===== config.mk =====
export PLATFORM = sky130hd
export DESIGN_NAME = carregador_digitos
export DESIGN_NICKNAME = d
export VERILOG_FILES = /design/src/rtl/carregador_digitos_pkg.sv /design/src/rtl/carregador_digitos_detetor_flanco.sv /design/src/rtl/carregador_digitos.sv
export SDC_FILE = /design/constraint.sdc
export NUM_CORES = 1
export LEC_CHECK = 0
export CORE_MARGIN = 5
export CORE_UTILIZATION = 53
export CTS_BUF_LIST = sky130_fd_sc_hd__clkbuf_8
export CTS_CLUSTER_SIZE = 25
export DETAILED_ROUTE_END_ITERATION = 6
export MAX_ROUTING_LAYER = met4
export PLACE_DENSITY = 0.9
export SYNTH_ARGS = -nofsm -noshare
export SYNTH_HDL_FRONTEND = slang
export SYNTH_SLANG_ARGS = --single-unit

===== constraint.sdc =====
create_clock -name clk -period 1.95 [get_ports clk]
set_input_delay 0.39 -clock clk [delete_from_list [all_inputs] [get_ports clk]]
set_output_delay 0.39 -clock clk [all_outputs]
set_load 0.02 [all_outputs]

===== src/rtl/carregador_digitos_pkg.sv =====
`default_nettype none
// ============================================================================
// Module      : carregador_digitos_pkg
// Description : Shared constants and state encoding for the digit loader.
// Revision    : 1.0 - initial release
// ============================================================================
package carregador_digitos_pkg;

  // Number of digit slots feeding the separator
  localparam int N_DIG = 6;

  // Default digit width
  localparam int DATA_W_DEF = 4;

  // Write pointer width (holds 0..N_DIG)
  localparam int PTR_W = 3;

  // Loader states
  localparam logic [1:0] VAZIO  = 2'd0;
  localparam logic [1:0] ENCHER = 2'd1;
  localparam logic [1:0] CHEIO  = 2'd2;

endpackage
`default_nettype wire


===== src/rtl/carregador_digitos_detetor_flanco.sv =====
`default_nettype none
// ============================================================================
// Module      : detetor_flanco
// Description : Registered rising-edge detector; one pulse per 0->1 level.
// Revision    : 1.0 - initial release
// ============================================================================
module detetor_flanco (
  input  logic clk,
  input  logic reset,
  input  logic i_sig,
  output logic o_pulse
);

  logic r_q;

  // Sample the level every cycle; reset to 0 so a level held high out of
  // reset yields exactly one pulse on the first clock.
  always_ff @(posedge clk or posedge reset) begin
    if (reset) r_q <= 1'b0;
    else       r_q <= i_sig;
  end

  assign o_pulse = i_sig & ~r_q;

endmodule
`default_nettype wire


===== src/rtl/carregador_digitos.sv =====
`default_nettype none
// ============================================================================
// Module      : carregador_digitos
// Description : Collects six digits one at a time into parallel slots, with
//               edge-triggered load/rotate, write pointer, full flag and a
//               one-cycle "contents changed" strobe.
// Revision    : 1.0 - initial release
// ============================================================================
module carregador_digitos
  import carregador_digitos_pkg::*;
#(
  parameter int DATA_W = DATA_W_DEF
) (
  input  logic              clk,
  input  logic              reset,
  input  logic [DATA_W-1:0] din,
  input  logic              load,
  input  logic              rot,
  input  logic              clear,
  output logic [DATA_W-1:0] m0,
  output logic [DATA_W-1:0] m1,
  output logic [DATA_W-1:0] m2,
  output logic [DATA_W-1:0] m3,
  output logic [DATA_W-1:0] m4,
  output logic [DATA_W-1:0] m5,
  output logic [PTR_W-1:0]  ptr,
  output logic              full,
  output logic              novo
);

  localparam logic [PTR_W-1:0] c_ptr_last = PTR_W'(N_DIG - 1);

  logic w_load_ev;
  logic w_rot_ev;

  logic [1:0]        r_state;
  logic [1:0]        w_state_nxt;
  logic [DATA_W-1:0] r_slot     [N_DIG];
  logic [DATA_W-1:0] w_slot_nxt [N_DIG];
  logic [PTR_W-1:0]  r_ptr;
  logic [PTR_W-1:0]  w_ptr_nxt;
  logic              r_full;
  logic              r_novo;
  logic              w_novo_nxt;
  logic              w_any_nz;

  detetor_flanco u_flanco_load (
    .clk     (clk),
    .reset   (reset),
    .i_sig   (load),
    .o_pulse (w_load_ev)
  );

  detetor_flanco u_flanco_rot (
    .clk     (clk),
    .reset   (reset),
    .i_sig   (rot),
    .o_pulse (w_rot_ev)
  );

  // State register
  always_ff @(posedge clk or posedge reset) begin
    if (reset) r_state <= VAZIO;
    else       r_state <= w_state_nxt;
  end

  // Next state: clear wins, then a load that still has room
  always_comb begin
    w_state_nxt = r_state;
    if (clear) begin
      w_state_nxt = VAZIO;
    end else if (w_load_ev && (r_state != CHEIO)) begin
      w_state_nxt = (r_ptr == c_ptr_last) ? CHEIO : ENCHER;
    end
  end

  // Datapath next values: clear > load (not full) > rotate (full only)
  always_comb begin
    w_any_nz = 1'b0;
    for (int i = 0; i < N_DIG; i++) begin
      w_slot_nxt[i] = r_slot[i];
      w_any_nz      = w_any_nz | (|r_slot[i]);
    end
    w_ptr_nxt  = r_ptr;
    w_novo_nxt = 1'b0;
    if (clear) begin
      for (int i = 0; i < N_DIG; i++) w_slot_nxt[i] = '0;
      w_ptr_nxt  = '0;
      w_novo_nxt = w_any_nz;
    end else if (w_load_ev && (r_state != CHEIO)) begin
      for (int i = 0; i < N_DIG; i++) begin
        if (r_ptr == PTR_W'(i)) w_slot_nxt[i] = din;
      end
      w_ptr_nxt  = r_ptr + PTR_W'(1);
      w_novo_nxt = 1'b1;
    end else if (w_rot_ev && (r_state == CHEIO)) begin
      for (int i = 0; i < N_DIG; i++) begin
        w_slot_nxt[i] = r_slot[(i + 1) % N_DIG];
      end
      w_novo_nxt = 1'b1;
    end
  end

  // Slot, pointer, full flag and strobe registers
  always_ff @(posedge clk or posedge reset) begin
    if (reset) begin
      for (int i = 0; i < N_DIG; i++) r_slot[i] <= '0;
      r_ptr  <= '0;
      r_full <= 1'b0;
      r_novo <= 1'b0;
    end else begin
      for (int i = 0; i < N_DIG; i++) r_slot[i] <= w_slot_nxt[i];
      r_ptr  <= w_ptr_nxt;
      r_full <= (w_state_nxt == CHEIO);
      r_novo <= w_novo_nxt;
    end
  end

  assign m0   = r_slot[0];
  assign m1   = r_slot[1];
  assign m2   = r_slot[2];
  assign m3   = r_slot[3];
  assign m4   = r_slot[4];
  assign m5   = r_slot[5];
  assign ptr  = r_ptr;
  assign full = r_full;
  assign novo = r_novo;

endmodule
`default_nettype wire


# Yosys cells after proc, flatten, opt, wreduce, memory -nomap -nowiden
# Cells that the tools add are included.
# totals
ff_bits	33
latch_bits	0
ram_bits	0
romBits	0
output_inout_bits	29
elab_cells	70
mem_count	0
# classes
add_sub_neg	1
multipliers	0
div_mod_pow	0
magnitude_cmp	0
eq_ne	14
shifts	0
mux	17
bitwise	9
reduce_logical	17
# ops
operator	n
two-way mux 24 bit	3
two-way mux 4 bit	6
OR reduction 4 bit	6
inequality test 3 x 2 -> 1 bit, second input constant	6
AND reduction 2 bit	6
== test 3 x 2 -> 1 bit, second input constant	2
== test 3 bit, second input constant	2
two-way mux 2 bit	3
two-way mux 3 bit	2
bitwise OR 1 bit	5
== test 2 bit, second input constant	2
adder 3 x 1 -> 3 bit, second input constant	1
== test 3 x 1 -> 1 bit, second input constant	1
logical NOT 3 bit	1
two-way mux 1 bit	3
nonzero test 3 bit	1
AND 1 bit	2
logical AND 1 bit	2
inequality test 2 bit, second input constant	1
NOT 1 bit	2
nonzero test 2 bit	1

# Logic depth before layout (Yosys ltp)
# logic_depth
ltp_word	7
mapped_depth	5
depth_no_buf	5

# Modules after synthesis
# Synthesis repeated with hierarchy kept, for this count alone.
# hier_totals
hier_cells	138
area_unflattened_um2	1754.2
# by_module_without_submodules
mod	instances	cells_per_inst	area_each_um2	seq_area_each_um2
carregador_digitos	1	132	1669.1	775.7
detetor_flanco	2	3	42.5	25.0

# Worst setup path after synthesis
# OpenSTA, ideal clock, no wires.
# synth_path
kind	register to register
start	register r_ptr[0], in the netlist ptr[0]
end	register r_slot (netlist bit m0[0])
setup_ns	0.125
arrival_ns	1.554
required_ns	1.825
path_slack_ns	0.271
path_stages_with_launch	5
n_path_buf	0
path_cell_list	dfrtp_1 inv_1 ha_1 a311o_4 mux2_4
# synth_via
elab_chain_cells	3
# synth_lines
element	line_no	source
start: declaration	carregador_digitos.sv:40	logic [PTR_W-1:0] r_ptr;
start signal: assignment	carregador_digitos.sv:113	r_ptr <= w_ptr_nxt;
logical NOT 3 bit	carregador_digitos.sv:92	if (r_ptr == PTR_W'(i)) w_slot_nxt[i] = din;
inequality test 3 x 2 -> 1 bit (no line)	--	
AND reduction 2 bit (no line)	--	
end: declaration	carregador_digitos.sv:38	logic [DATA_W-1:0] r_slot [N_DIG];
# Every way passes these cells.
# A chain may end at the register's enable or synchronous reset.

# Worst setup path after layout
# layout_path
start	input port load
end	register r_slot (netlist bit m0[1])
# layout_via
elab_chain_cells	4
# layout_lines
element	line_no	source
start: declaration	carregador_digitos.sv:17	input logic load,
AND 1 bit (*)	carregador_digitos_detetor_flanco.sv:23	assign o_pulse = i_sig & ~r_q;
logical AND 1 bit (*)	carregador_digitos.sv:90	end else if (w_load_ev && (r_state != CHEIO)) begin
inequality test 3 x 2 -> 1 bit (no line) (tied with other cells)	--	
AND reduction 2 bit (no line) / two-way mux 24 bit (equally long branches)	--	
# Mark *: on every way between the ends. The rest lies on a longest branch, timed or not.

==> flow_summary.toml <==
[layout]
fin_nets = 226
layout.cells.most_common = "sky130_fd_sc_hd__clkdlybuf4s50_1"
antenna-diode-count = 0
area.growth.synth_to_final_pct = 31.3
area_taken_by_multi_input_logic_gates_sq_um = 955
share_of_layout_cells_above_drive_strength_1_pct = 23.2
post-route-cell-area_sq_um = 2400
fillCellCount = 221
most-common-layout-cells = "37 x sky130_fd_sc_hd__clkdlybuf4s50_1, 33 x sky130_fd_sc_hd__dfrtp_1, 23 x sky130_fd_sc_hd__a21oi_1"
layout.area.seq_sq_um = 826

[sta]
timing.final.setup_violations = 0
setup_repair_after_global_routing_missed_its_margin = "no"
layout_worst_path_cycle_share_pct = 94.9
min_period_ps = 1850
hold-worst-slack_ps = 495
hold_viol_final = 0
finalMaxSlewViolations = 0
final_critical_path_setup_slack_ps = 99.2
worst_slew_margin_rel_pct = 73.3
finClkSkew_ps = 6.21
fmax_ghz = 0.540
timing_worst_slew_pin_value_ps = 401

[grt]
groute.usage.overall_pct = 22.7
grt_antenna_before_repair = 0
globalRoute.totalOverflow = 0
grt_max_degree = 34
grt_first_pass_wirelength_um = 7530
grt_pass1_vias = 1560

[outcome]
outcome = "complete, no violations"

[clock_tree]
cts_num_sinks = 33
cts_made_buffers = 5
cts.path.max_buffers = 2
clk_pin_slew_ps = 60
post_cts.resized_instances = 0
clock_latency_ps = 280
ctsHtreeMaxLevel = 2
cts-root-buf = "sky130_fd_sc_hd__clkbuf_8"
post_cts_hold_buffer_count = 0
cts_setup_buffers = 0
tritoncts = "done"

[logic_synthesis]
post-synth-top-area-fraction_pct = 45.1
leading_cell_types_by_total_area_after_synthesis = "sky130_fd_sc_hd__dfrtp_1 45%, sky130_fd_sc_hd__mux2_4 9.8%, sky130_fd_sc_hd__a21oi_1 6.3%"
synth_largest_area_cell = "sky130_fd_sc_hd__dfrtp_1"
synth_flop_cell = "sky130_fd_sc_hd__dfrtp_1"
netlist_area_sq_um = 1830
yosysUniqueCellTypes = 34
ys_async_sr_fraction_pct = 100
postSynthRegisterBits = 33
synthesis.nets = 178
post_synth.cell_area_avg_sq_um = 11.2
cells_after_synth = 164
post_synth_edffs = 0
yosysSeqAreaShare_pct = 45.1
yosys_warnings = 0

[critical_path]
worst_setup_path_end_kind = "flop"
critPathMaxFanout = 18
crit_path_start_kind = "input pin"
critPathRequiredTime_ps = 2120
category_of_the_most_critical_setup_path = "in2reg"
cp.arrival_ps = 2020

[pwr]
leakage_power_nw = 1.04
power.density_cell_area_nw_per_um2 = 677
ir_drop_v = 0.000416

[route]
via_count = 1540
firstDrtPassIters = 4
drt_iter0_drc = 86
detail-route-antenna-nets = 0
drt_via_density = 5.99
route.detailed.wl_per_inst_um = 18.2
drt-total-wl_um = 4680
remaining_drc_errors = 0

[min_path]
hold_path.class = "in2async"

[placed_design]
place.port_buffers = 37
preCtsSetupSlack_ps = -191
placed_area_sq_um = 2330
rd_place_congestion = 0.929
dp_hpwl_um = 3470

[floorplan]
start_util_pct = 54.9
num_rows = 21
design.core.area_sq_um = 3340
die_h_um = 68.8
top_level_i_o_count = 38
dieArea_sq_um = 4730
die_x_um = 68.8

[job]
drv.max_cap_violation_count = 0
[worst max-delay path, cell delays in order]
cell and delay, ps:
sky130_fd_sc_hd__clkdlybuf4s50_1 480, sky130_fd_sc_hd__or2b_2 370, sky130_fd_sc_hd__buf_4 210, sky130_fd_sc_hd__o21ai_0 200, sky130_fd_sc_hd__a21oi_1 110, sky130_fd_sc_hd__mux2_4 260
[through the flow]
stage / TNS (ps) / power, mW / utilization (%) / cells
global route: 0 / 1.70 / 72.0 / 257
CTS: 0 / 1.63 / 72.0 / 257
floorplan: 0 / 1.01 / - / 164
global placement: -2490 / 1.16 / 69.8 / 251
detailed placement: -3180 / 1.18 / 69.8 / 251
finish: 0 / 1.63 / 72.0 / 257
[cells in the mapped netlist (2+ instances only)]
cell and count:
sky130_fd_sc_hd__o31ai_1 4, sky130_fd_sc_hd__a21oi_1 23, sky130_fd_sc_hd__nor2_1 4, sky130_fd_sc_hd__nor4_1 4, sky130_fd_sc_hd__ha_1 5, sky130_fd_sc_hd__a311o_4 3, sky130_fd_sc_hd__o21ai_0 20, sky130_fd_sc_hd__clkbuf_1 5
sky130_fd_sc_hd__inv_1 5, sky130_fd_sc_hd__a211oi_1 2, sky130_fd_sc_hd__mux2_4 12, sky130_fd_sc_hd__nand2_1 4, sky130_fd_sc_hd__dfrtp_1 33, sky130_fd_sc_hd__mux2_2 8, sky130_fd_sc_hd__buf_1 2, sky130_fd_sc_hd__a21boi_0 4
sky130_fd_sc_hd__nand3_1 9
[where the power goes]
part,leakage (nW),internal (mW),switching [mW]
registers,0.442,0.730,0.0528
logic,0.558,0.194,0.193
clock network,0.0399,0.234,0.224
[metal layers]
layer,track usage (%),share of wire (%)
met3,6.81,7.3
met5,-,0
met1,25.1,39
met2,37.9,51
met4,9.98,2.5
[cells by family after synthesis]
logic type                 synth area share, %
adders and majority gates                 3.42
xor gates and xnor gates                 0.479
DFF                                       45.1
and+or+nand+nor                           11.8
muxes                                     14.8
buffers and inverters                     2.73
AOI/OAI and AO/OA                         21.7
[layout make-up]
cell class	count	area share [%]
multi-input cells	118	39.7
flip-flops and latches	33	34.4
repair buffers	49	19.7
clock buffers	5	2.86
well taps	46	2.39
inverters	5	0.781
clock inverters	1	0.208
[flip-flops by register name (all words and copies together) (netlist names)]
register,flops
novo,1
ptr,3
r_state,2
m1,4
m3,4
m4,4
m2,4
u_flanco_load.r_q,1
m0,4
u_flanco_rot.r_q,1
m5,4
full,1
[path summary, 6_finish.rpt]
kind	cells past startpoint	end	slack (ps)	startpoint
min in group clk	1	m0[0]	570	m0[0]
worst min register to register	1	m0[0]	570	m0[0]
max in group asynchronous	3	ptr[1]	1160	reset
worst max-delay path	6	m0[1]	100	load
worst min-delay path	3	m0[2]	490	reset
worst max register to register	4	m1[2]	150	r_state[0]
Note: power is estimated with default switching activity, not from simulation.
